File: config.mk
export PLATFORM = sky130hd
export DESIGN_NAME = shift_seq_ctrl
export DESIGN_NICKNAME = d
export VERILOG_FILES = /design/src/rtl/shift_seq_pkg.sv /design/src/rtl/shift_seq_ctrl.sv
export SDC_FILE = /design/constraint.sdc
export NUM_CORES = 1
export LEC_CHECK = 0
export CAP_MARGIN = 0
export CORE_MARGIN = 2
export CORE_UTILIZATION = 45
export CTS_CLUSTER_DIAMETER = 80
export DETAILED_ROUTE_END_ITERATION = 16
export DONT_BUFFER_PORTS = 1
export MAX_ROUTING_LAYER = met4
export PLACE_DENSITY_LB_ADDON = 0.15
export SLEW_MARGIN = 20
export SYNTH_ARGS = -nofsm -noshare
export SYNTH_HDL_FRONTEND = slang
export SYNTH_SLANG_ARGS = --single-unit
File: constraint.sdc
create_clock -name clk -period 3 [get_ports clk]
set_input_delay 0.15 -clock clk [delete_from_list [all_inputs] [get_ports clk]]
set_output_delay 0.15 -clock clk [all_outputs]
set_load 0.01 [all_outputs]
File: src/rtl/shift_seq_pkg.sv
// Shared definitions for the shift-register sequencer.
//   DefaultWidth : default word width (and shift strobes per frame)
//   state_e      : 2-bit sequencer state encoding (Idle=0, Load=1, Shift=2, Done=3)
package shift_seq_pkg;

   localparam int unsigned DefaultWidth = 8;

   typedef enum logic [1:0] {
      StIdle  = 2'd0,
      StLoad  = 2'd1,
      StShift = 2'd2,
      StDone  = 2'd3
   } state_e;

endpackage

File: src/rtl/shift_seq_ctrl.sv
// Sequencer for a parameterised shift register. Accepts one parallel word per
// frame on a valid/ready handshake, then drives one load strobe, WIDTH shift
// strobes and one done strobe, so the producer never times strobes itself.
//
// Optional feature: define SHIFT_SEQ_STALL_EN to add the stall input, which
// freezes the shift phase (no strobe, count and state held) while high.
//
// Ports
//   clk        : clock, rising edge
//   reset      : asynchronous active-low reset
//   in_valid   : upstream word valid
//   in_ready   : sequencer idle and able to take a word
//   in_data    : upstream word
//   abort      : synchronous frame cancel (honoured in LOAD/SHIFT only)
//   stall      : shift-phase hold (SHIFT_SEQ_STALL_EN builds only)
//   sr_load    : shift register load strobe
//   sr_shift   : shift register shift strobe
//   sr_done    : shift register done strobe
//   sr_data_in : word held for the shift register
//   busy       : frame in progress
//   bit_count  : shifts issued in the current frame
//   frame_done : one-cycle end-of-frame pulse, coincident with sr_done
// All outputs come straight from flops.
module shift_seq_ctrl
   import shift_seq_pkg::*;
#(
   parameter int unsigned WIDTH = DefaultWidth,
   parameter int unsigned CNT_W = $clog2(WIDTH + 1)
) (
   input  logic             clk,
   input  logic             reset,
   input  logic             in_valid,
   output logic             in_ready,
   input  logic [WIDTH-1:0] in_data,
   input  logic             abort,
`ifdef SHIFT_SEQ_STALL_EN
   input  logic             stall,
`endif
   output logic             sr_load,
   output logic             sr_shift,
   output logic             sr_done,
   output logic [WIDTH-1:0] sr_data_in,
   output logic             busy,
   output logic [CNT_W-1:0] bit_count,
   output logic             frame_done
);

   localparam logic [CNT_W-1:0] CntMax = CNT_W'(WIDTH);

   state_e           state_q, state_d;
   logic [WIDTH-1:0] data_q, data_d;
   logic [CNT_W-1:0] cnt_q, cnt_d;
   logic             in_ready_q, in_ready_d;
   logic             load_q, load_d;
   logic             shift_q, shift_d;
   logic             done_q, done_d;
   logic             busy_q, busy_d;
   logic             stall_w;

`ifdef SHIFT_SEQ_STALL_EN
   assign stall_w = stall;
`else
   assign stall_w = 1'b0;
`endif

   always_comb begin
      state_d = state_q;
      data_d  = data_q;
      cnt_d   = cnt_q;
      shift_d = 1'b0;

      unique case (state_q)
         StIdle: begin
            // in_ready_q rather than the state: no accept on the first edge after reset
            if (in_ready_q && in_valid && !abort) begin
               state_d = StLoad;
               data_d  = in_data;
               cnt_d   = '0;
            end
         end
         StLoad: begin
            if (abort) begin
               state_d = StIdle;
               cnt_d   = '0;
            end else begin
               // Stall is not honoured here; the first shift always follows the load
               state_d = StShift;
               shift_d = 1'b1;
               cnt_d   = CNT_W'(1);
            end
         end
         StShift: begin
            if (abort) begin
               state_d = StIdle;
               cnt_d   = '0;
            end else if (stall_w) begin
               state_d = StShift;
            end else if (cnt_q >= CntMax) begin
               // The WIDTH-th strobe is already out; count holds at WIDTH through DONE
               state_d = StDone;
            end else begin
               shift_d = 1'b1;
               cnt_d   = cnt_q + CNT_W'(1);
            end
         end
         StDone: begin
            state_d = StIdle;
         end
         default: begin
            state_d = StIdle;
         end
      endcase

      in_ready_d = (state_d == StIdle);
      load_d     = (state_d == StLoad);
      done_d     = (state_d == StDone);
      busy_d     = (state_d != StIdle);
   end

   always_ff @(posedge clk or negedge reset) begin
      if (!reset) begin
         state_q    <= StIdle;
         data_q     <= '0;
         cnt_q      <= '0;
         in_ready_q <= 1'b0;
         load_q     <= 1'b0;
         shift_q    <= 1'b0;
         done_q     <= 1'b0;
         busy_q     <= 1'b0;
      end else begin
         state_q    <= state_d;
         data_q     <= data_d;
         cnt_q      <= cnt_d;
         in_ready_q <= in_ready_d;
         load_q     <= load_d;
         shift_q    <= shift_d;
         done_q     <= done_d;
         busy_q     <= busy_d;
      end
   end

   assign in_ready   = in_ready_q;
   assign sr_load    = load_q;
   assign sr_shift   = shift_q;
   assign sr_done    = done_q;
   assign frame_done = done_q;
   assign sr_data_in = data_q;
   assign busy       = busy_q;
   assign bit_count  = cnt_q;

endmodule

==> reports/metrics.cfg, run 1 <==
[power_and_ir_drop]
p_leak_nw = 0.503
finalPower_mw = 0.912
ir_drop_v = 0.000305
powerDensity_nw_per_um2 = 807

[logic_synthesis]
ys_types = 28
netlist.top_cell.by_area = dfrtp_1
synthTopCellsByArea = dfrtp_1, mux2_2, ha_1
synth_edf_count = 0
syn_area_um2 = 977
syn-instance-count = 81
ys_top_cells_by_count = dfrtp_1, mux2_2, ha_1, inv_1, a21oi_1
async_flop_share_pct = 100
synth_warnings = 0
synth_nets = 100
syn_avg_cell_area_um2 = 12.1
synth_flop_cell = dfrtp_1
seq_area_frac_synth_pct = 48.7
ys_ff_latch = 19
synth_top_area_share_pct = 48.7
yosysMostFrequentCell = dfrtp_1

[detailed_routing]
drc = 0
drt-initial-drc-count = 16
drtPass1Iterations = 4
wl_per_cell_um = 15.1
drt_wl_total_um = 1830
routed_via_density = 5.29
num_vias = 640
ant_nets = 0

[placed_design]
gp_congestion = 0.799
dp_cells = 107
hpwl_um = 1260
postPlaceCellArea_um2 = 1000
pre_cts_ws_ns = 1.39
port_buffers = 0

[clock_tree]
postCtsSetupBuffers = 0
ctsHoldBuffers = 9
clk_pin_slew_worst_paths_ns = 0.11
clk_latency_ns = 0.29
h-tree-depth = 1
cts_tree = built
cts_buffers = 3
cts_buffer_depth = 2
numClockSinks = 19
cts_root_buffer = clkbuf_4
ctsResizeCount = 0

[critical_path]
slowest_delay_ns = 0.46
worst_path_most_repeated_cell = nand2_2
cp-end-kind = register
setup.worst_path.start_class = register
crit_fanout = 6
cp.required_ns = 3.19
reg2reg_slack_ns = 1.35
crit_type = reg2reg
path_cells = inv_1 -> ha_1 -> and2b_2 -> nand2_2 -> nand2_2 -> mux2_4
worstPathArrival_ns = 1.84
crit_slowest_cell = dfrtp_1

[die]
core_area_um2 = 2000
io_pins = 30
start_util_pct = 48.8
rows = 16
die_area_um2 = 2560
die_h_um = 50.6
die_w_um = 50.6

[layout]
nNetsFinal = 114
nFillCells = 165
drive_above_1_share_pct = 27.7
finalNonFillerCells = 121
syn_to_final_growth_pct = 15.6
n_antenna_cell = 0
stdcell_area_um2 = 1130
post-route-util_pct = 56.4

[sta]
relSlewSlack_pct = 43.5
fmax_ghz = 0.608
worst_slack_ns = 1.35
setup_viol = 0
post-route-period-util_pct = 54.8
worst_slew_pin_slew_ns = 0.844
grt_setup_unrepaired = false
timing.hold.ws_ns = 0.0511
slew_viol_final = 0
final.setup.tns_ns = 0
period_minus_slack_ns = 1.65
hold_violations = 0
finClkSkew_ns = 0.00228

[global_routing]
grt_pass1_wl_um = 3060
grt_max_degree = 20
antenna_found_initial = 0
grt_usage_pct = 17.1
grt-ovfl-total = 0
first_global_vias = 648

[job]
maxCapViolations = 0

[worst_hold_path]
hp-class = in2reg

[status]
status = completed

## cells by family (layout without fill, tap and decap cells)
logic type               Yosys count  count (layout)  share of synthesized area, %
AO/OA/AOI/OAI                     17              17                          13.3
adder cells (fa/ha/maj)            7               7                          8.96
buffers and inverters              9              22                          3.84
flip-flops                        19              19                          48.7
multiplexers                       9               9                          10.8
AND/OR/NAND/NOR                   20              20                          14.5
## power breakdown
| part | internal [mW] | switching, mW | total [mW] |
|---|---|---|---|
| logic | 0.160 | 0.166 | 0.325 |
| clock network | 0.0517 | 0.0769 | 0.129 |
| registers | 0.346 | 0.112 | 0.458 |
## cell type report
cell class	count	area [µm²]	share of cell area, %
well taps	27	33.8	2.99
repair buffers	10	100	8.86
clock buffers	4	26.3	2.33
inverters	8	30.0	2.66
flip-flops and latches	19	475	42.1
multi-input cells	53	464	41.1
## routing by layer
layer | vias up | track usage, % | share of wire, % | routed length, µm
met2 | 27 | 27.9 | 47 | 861
met5 | - | - | 0 | 0
met4 | 0 | 9.46 | 1.2 | 22
li1 | 305 | - | - | -
met3 | 2 | 3.87 | 7.1 | 130
met1 | 306 | 19.4 | 45 | 816
## registers in the layout, summed over array words and instances (netlist names)
name	flops
bit_count	4
sr_shift	1
sr_data_in	8
busy	1
state_q	2
in_ready	1
sr_load	1
frame_done	1
## critical path: cells and delay by family, from the launching register on
family | cells | cell delay [ns]
flops | 1 | 0.46
fa+ha+maj | 1 | 0.28
simple gates | 3 | 0.40
buf+inv | 1 | 0.12
mux | 1 | 0.29
## path summary, 6_finish.rpt
path,startpoint,endpoint,cells after the start
max,state_q[0],bit_count[0],6
min,abort,bit_count[3],2
max reg2reg,state_q[0],bit_count[0],6
min reg2reg,sr_data_in[0],sr_data_in[0],1
max in group asynchronous,reset,bit_count[1],1
min in group asynchronous,reset,sr_data_in[1],1
## cell usage in the layout, fill, tap and decap left out, types with 2 or more instances in the layout
cell            n
nor2_1          4
mux2_2          8
a21oi_1         5
o21ai_0         3
nand2_2         3
inv_1           7
clkbuf_4        3
dlygate4sd3_1  10
nand2_1         2
ha_1            7
nor2b_1         3
dfrtp_1        19
nor3b_1         2
a41oi_1         2
Power figures use the tool's default switching activity.
==> inputs of run 2 (changes only) <==
==> constraint.sdc (replaced) <==
create_clock -name clk -period 1.6 [get_ports clk]
set_input_delay 0.08 -clock clk [delete_from_list [all_inputs] [get_ports clk]]
set_output_delay 0.08 -clock clk [all_outputs]
set_load 0.01 [all_outputs]
==> run 2 against run 1 <==
  * Count of clock-buffer cells in the layout is 1 lower
  * Sequential cell count unchanged
  * Sequential share of layout area is 0.80 points lower
  * Core utilization grew 1.3 points
  * Largest cell class is now multi-input gates
  * Non-clock buffer count increased by 1
  * Final area grew 2.2%
  * Die area is the same
  * Combinational power is 100% higher
  * Power increased by 90%
  * Register-to-register slack lost 1.3 ns
  * Clock skew rose by 0.0019 ns
==> reports/metrics.cfg, run 2 (same netlist as run 1, synthesis figures left out) <==
[status]
status = completed

[die]
start_util_pct = 48.8
die_area_um2 = 2560
core_area_um2 = 2000
die_w_um = 50.6
io_pins = 30
rows = 16
die_h_um = 50.6

[critical_path]
slowest_delay_ns = 0.39
critPathBufInv = 1
path_cells = inv_1 -> ha_2 -> and2b_2 -> nand2_2 -> nand2_2 -> mux2_4
crit_type = reg2reg
worstPathArrival_ns = 1.69
r2r-end = bit_count[0]
ff2ff_path_depth = 6
cp.required_ns = 1.78
cpLargestDelayFamily = flip-flops
crit_slowest_cell = dfrtp_1
cp_num_cells = 6
crit_fanout = 4
reg2reg_slack_ns = 0.09
setup.worst_path.start_class = register
r2r_start = state_q[0]
cp-end-kind = register
worst_path_most_repeated_cell = nand2_2

[layout]
syn_to_final_growth_pct = 18.2
nNetsFinal = 115
layout_common_cells = dfrtp_1, dlygate4sd3_1, mux2_2, inv_1, a21oi_1
finalNonFillerCells = 122
post-route-util_pct = 57.7
nFillCells = 174
stdcell_area_um2 = 1150
n_antenna_cell = 0
largest_reg_flops = 8
final_common_cell = dfrtp_1
drive_above_1_share_pct = 33.7

[job]
maxCapViolations = 0

[worst_hold_path]
holdPathStages = 2
holdCritStartpoint = abort
min_to = state_q[1]
hp-class = in2reg

[clock_tree]
cts_buffers = 3
postCtsSetupBuffers = 0
clk_pin_slew_worst_paths_ns = 0.11
numClockSinks = 19
h-tree-depth = 1
cts_tree = built
cts_buffer_depth = 2
clk_latency_ns = 0.29
cts_root_buffer = clkbuf_4

[sta]
timing.hold.ws_ns = 0.0960
final.setup.tns_ns = 0
relSlewSlack_pct = 45.1
period_minus_slack_ns = 1.51
finClkSkew_ns = 0.00422
worst_slew_pin_slew_ns = 0.821
slew_viol_final = 0
hold_violations = 0
fmax_ghz = 0.664
grt_setup_unrepaired = false
setup_viol = 0
post-route-period-util_pct = 94.1

[global_routing]
grt_pass1_wl_um = 2840
grt_max_degree = 20
first_global_vias = 669
grt_usage_pct = 15.5
grt-ovfl-total = 0
antenna_found_initial = 0

[detailed_routing]
wl_per_cell_um = 14.2
ant_nets = 0
drt-initial-drc-count = 3
routed_via_density = 5.30
num_vias = 647
drc = 0
drtPass1Iterations = 4
drt_wl_total_um = 1740

[placed_design]
gp_congestion = 0.772
dp_cells = 108
hpwl_um = 1220
port_buffers = 0
postPlaceCellArea_um2 = 1010

[power_and_ir_drop]
p_leak_nw = 0.506
powerDensity_nw_per_um2 = 1500
ir_drop_v = 0.000584

-- run 2: cell types whose count changed in the layout (fill, tap and decap cells not counted), sizes merged --
| cell | delta |
|---|---|
| buf | +1 |
| clkinv | +1 |
| clkbuf | -1 |
-- run 2: per-layer routing --
layer  track usage (%)  vias up  wire length [µm]
li1                  -      305                 -
met4              5.41        0                19
met5                 -        -                 0
met3              3.57        2               131
met2              26.1       29               830
met1              18.1      311               757
-- run 2: power breakdown --
part | switching [mW] | internal (mW) | leakage [nW]
clock network | 0.139 | 0.0927 | 0.0177
registers | 0.190 | 0.651 | 0.239
logic | 0.339 | 0.325 | 0.249
-- run 2: per-stage QoR --
stage	setup slack, ns	power (mW)
2_1_floorplan	0.0744	1.33
3_3_place_gp	0.0987	1.44
3_5_place_dp	0.0545	1.46
4_1_cts	0.0386	1.72
5_1_grt	0.0146	1.88
6_report	0.0938	1.74
-- run 2: worst max-delay path by stage --
stage / from / end / slack (ns)
5_1_grt: state_q[1] / frame_done / 0.01
3_3_place_gp: state_q[0] / bit_count[0] / 0.1
6_report: state_q[0] / bit_count[0] / 0.09
2_1_floorplan: state_q[0] / bit_count[0] / 0.07
4_1_cts: state_q[0] / bit_count[0] / 0.04
3_5_place_dp: state_q[0] / bit_count[0] / 0.05
-- run 2: what timing repair did --
action	CTS	global route
setup endpoints to repair	0	3
endpoints found under the hold margin	30	0
resized for setup	0	5
hold buffers	10	0
-- run 2: layout make-up --
| class | count | area (µm²) | area share [%] |
|---|---|---|---|
| clock inverter | 1 | 5.00 | 0.433 |
| clock buffer | 3 | 22.5 | 1.95 |
| timing repair buffer | 11 | 108 | 9.32 |
| tap | 27 | 33.8 | 2.93 |
| sequential | 19 | 477 | 41.3 |
| multi-input combinational | 53 | 479 | 41.5 |
| inverter | 8 | 30.0 | 2.60 |
==> inputs of run 3 (changes only) <==
--- a/config.mk
+++ b/config.mk
@@ -6,14 +6,17 @@
 export NUM_CORES = 1
 export LEC_CHECK = 0
 export CAP_MARGIN = 0
+export CORE_ASPECT_RATIO = 1.5
 export CORE_MARGIN = 2
 export CORE_UTILIZATION = 45
 export CTS_CLUSTER_DIAMETER = 80
 export DETAILED_ROUTE_END_ITERATION = 16
 export DONT_BUFFER_PORTS = 1
+export HOLD_SLACK_MARGIN = 0.02
 export MAX_ROUTING_LAYER = met4
 export PLACE_DENSITY_LB_ADDON = 0.15
 export SLEW_MARGIN = 20
 export SYNTH_ARGS = -nofsm -noshare
 export SYNTH_HDL_FRONTEND = slang
 export SYNTH_SLANG_ARGS = --single-unit
+export TNS_END_PERCENT = 20
==> run 3 against run 2 <==
  * Power rose by 1.1%
  * Die area increased by 0.30%
  * Via count rose by 3.7%
  * Clock skew down 0.0011 ns
  * Highest routed layer unchanged
  * Critical endpoint unchanged
  * Sequential cell count is the same
  * Global-route usage up 1.4 points
  * Final cell count shrank 2.5%
  * Non-clock buffer count rose by 2
  * Core utilization fell by 0.98 points
  * Count of clock-buffer cells in the layout did not move
  * Register-to-register slack worse by 0.03 ns
  * Clock power grew 3%
==> reports/metrics.cfg, run 3 (same netlist as run 1, synthesis figures left out) <==
[worst_hold_path]
hp-class = in2reg
holdPathStages = 3
holdCritStartpoint = in_valid
min_to = state_q[1]

[status]
status = completed

[sta]
relSlewSlack_pct = 44.7
worst_slack_ns = 0.0669
slew_viol_final = 0
period_minus_slack_ns = 1.53
finClkSkew_ns = 0.00316
hold_violations = 0
worst_slew_pin_slew_ns = 0.827
post-route-period-util_pct = 95.8
fmax_ghz = 0.652
setup_viol = 0

[detailed_routing]
drtPass1Iterations = 4
drc = 0
routed_via_density = 5.64
drt-initial-drc-count = 28
drt_wl_total_um = 1870
wl_per_cell_um = 15.7
num_vias = 671
ant_nets = 0

[placed_design]
pre_cts_ws_ns = 0.0714
postPlaceCellArea_um2 = 1000
gp_congestion = 0.834
dp_cells = 103
hpwl_um = 1270
port_buffers = 0

[global_routing]
grtUsageMet2_pct = 27.7
grt_usage_pct = 16.8
grt-busiest-layer = met2
grt_pass1_wl_um = 3050
first_global_vias = 667
antenna_found_initial = 0
grtUsageMet1_pct = 19.3
grt_max_degree = 20
use_met3_pct = 3.52
grt-ovfl-total = 0

[critical_path]
worstPathArrival_ns = 1.73
crit_fanout = 5
ff2ff_path_depth = 6
crit_type = reg2reg
setup.worst_path.start_class = register
worst_path_most_repeated_cell = nand2_2
path_cells = buf_4 -> ha_4 -> and2b_2 -> nand2_2 -> nand2_2 -> mux2_4
r2r-end = bit_count[0]
r2r_start = state_q[1]
cp-end-kind = register
crit_slowest_cell = dfrtp_2
reg2reg_slack_ns = 0.07
cp.required_ns = 1.79
slowest_delay_ns = 0.45

[clock_tree]
cts_buffers = 3
cts_root_buffer = clkbuf_4
clk_pin_slew_worst_paths_ns = 0.10
cts_buffer_depth = 2
clk_latency_ns = 0.29
h-tree-depth = 1
numClockSinks = 19
cts_tree = built

[power_and_ir_drop]
p_comb_share_pct = 39.0
netSwitchingPower_mw = 0.673
clockPowerShare_pct = 13.5
power_frac_seq_pct = 47.5
swShare_pct = 38.4
ir_drop_v = 0.000629
p_int_mw = 1.08
p_leak_nw = 0.519
powerDensity_nw_per_um2 = 1510

[die]
start_util_pct = 47.6
io_pins = 30
die_area_um2 = 2570
die_h_um = 61.1
die_w_um = 42.1
core_area_um2 = 2050
rows = 20

[layout]
finalNonFillerCells = 119
largest_reg_flops = 8
nNetsFinal = 117
stdcell_area_um2 = 1160
drive_above_1_share_pct = 34.0
final_common_cell = dfrtp_1
nFillCells = 166
n_antenna_cell = 0
layout_common_cells = dfrtp_1, dlygate4sd3_1, mux2_2, inv_1
syn_to_final_growth_pct = 19.1

[job]
maxCapViolations = 0

[run 3: cell count changes in the layout (fill, tap and decap cells not counted)]
cell	before	now
ha_4	0	1
ha_2	3	1
ha_1	4	5
a21oi_4	2	1
a21oi_2	0	1
buf_4	1	3
[run 3: worst max-delay path: cells and delay by family, from the launching register on]
| kind | cells | cell delay (ns) |
|---|---|---|
| fa+ha+maj | 1 | 0.17 |
| flops | 1 | 0.45 |
| simple gates | 3 | 0.37 |
| buf+inv | 1 | 0.15 |
| mux | 1 | 0.30 |
[run 3: final cells by class]
| type | count | area, µm² | area share, % |
|---|---|---|---|
| Multi-Input combinational cell | 53 | 479 | 41.2 |
| Timing Repair Buffer | 13 | 123 | 10.5 |
| Clock inverter | 1 | 5.00 | 0.430 |
| Clock buffer | 3 | 22.5 | 1.94 |
| Tap cell | 22 | 27.5 | 2.37 |
| Sequential cell | 19 | 477 | 41.0 |
| Inverter | 8 | 30.0 | 2.58 |
[run 3: repair_timing]
item / in CTS / in global routing
setup buffers: 0 / 2
resized for setup: 0 / 4
hold endpoints to repair: 30 / 0
setup endpoints to repair: 0 / 5
hold buffers: 10 / 0
[run 3: worst max path at each step]
| stage | start | end | slack, ns | depth (start not counted) |
|---|---|---|---|---|
| detailed placement | state_q[0] | bit_count[0] | 0.07 | 6 |
| CTS | state_q[0] | frame_done | 0.04 | 6 |
| global placement | state_q[1] | frame_done | 0.09 | 6 |
| floorplan | state_q[0] | bit_count[0] | 0.07 | 6 |
| global route | state_q[0] | frame_done | -0.006 | 6 |
| finish | state_q[1] | bit_count[0] | 0.07 | 6 |
[run 3: per-layer routing]
layer / routed length [µm] / vias to the layer above
met3: 94 / 4
met1: 767 / 331
li1: - / 311
met2: 981 / 25
met4: 24 / 0
met5: 0 / -
[run 3: per-stage QoR]
stage	util, %	setup TNS (ns)	hold slack, ns	total power, mW
floorplan	-	0	-0.216	1.33
global placement	49.0	0	-0.215	1.45
detailed placement	49.0	0	-0.215	1.46
CTS	55.2	0	0.0462	1.73
global route	56.7	-0.00617	0.0410	1.90
finish	56.7	0	0.0437	1.76
[run 3: power by group through the flow]
stage	Sequential, mW	Clock, mW	Combinational, mW
final	0.833	0.237	0.685
after global routing	0.858	0.280	0.764
after CTS	0.837	0.248	0.645
after detailed placement	0.849	0	0.610
after global placement	0.848	0	0.601
after floorplan	0.833	0	0.492
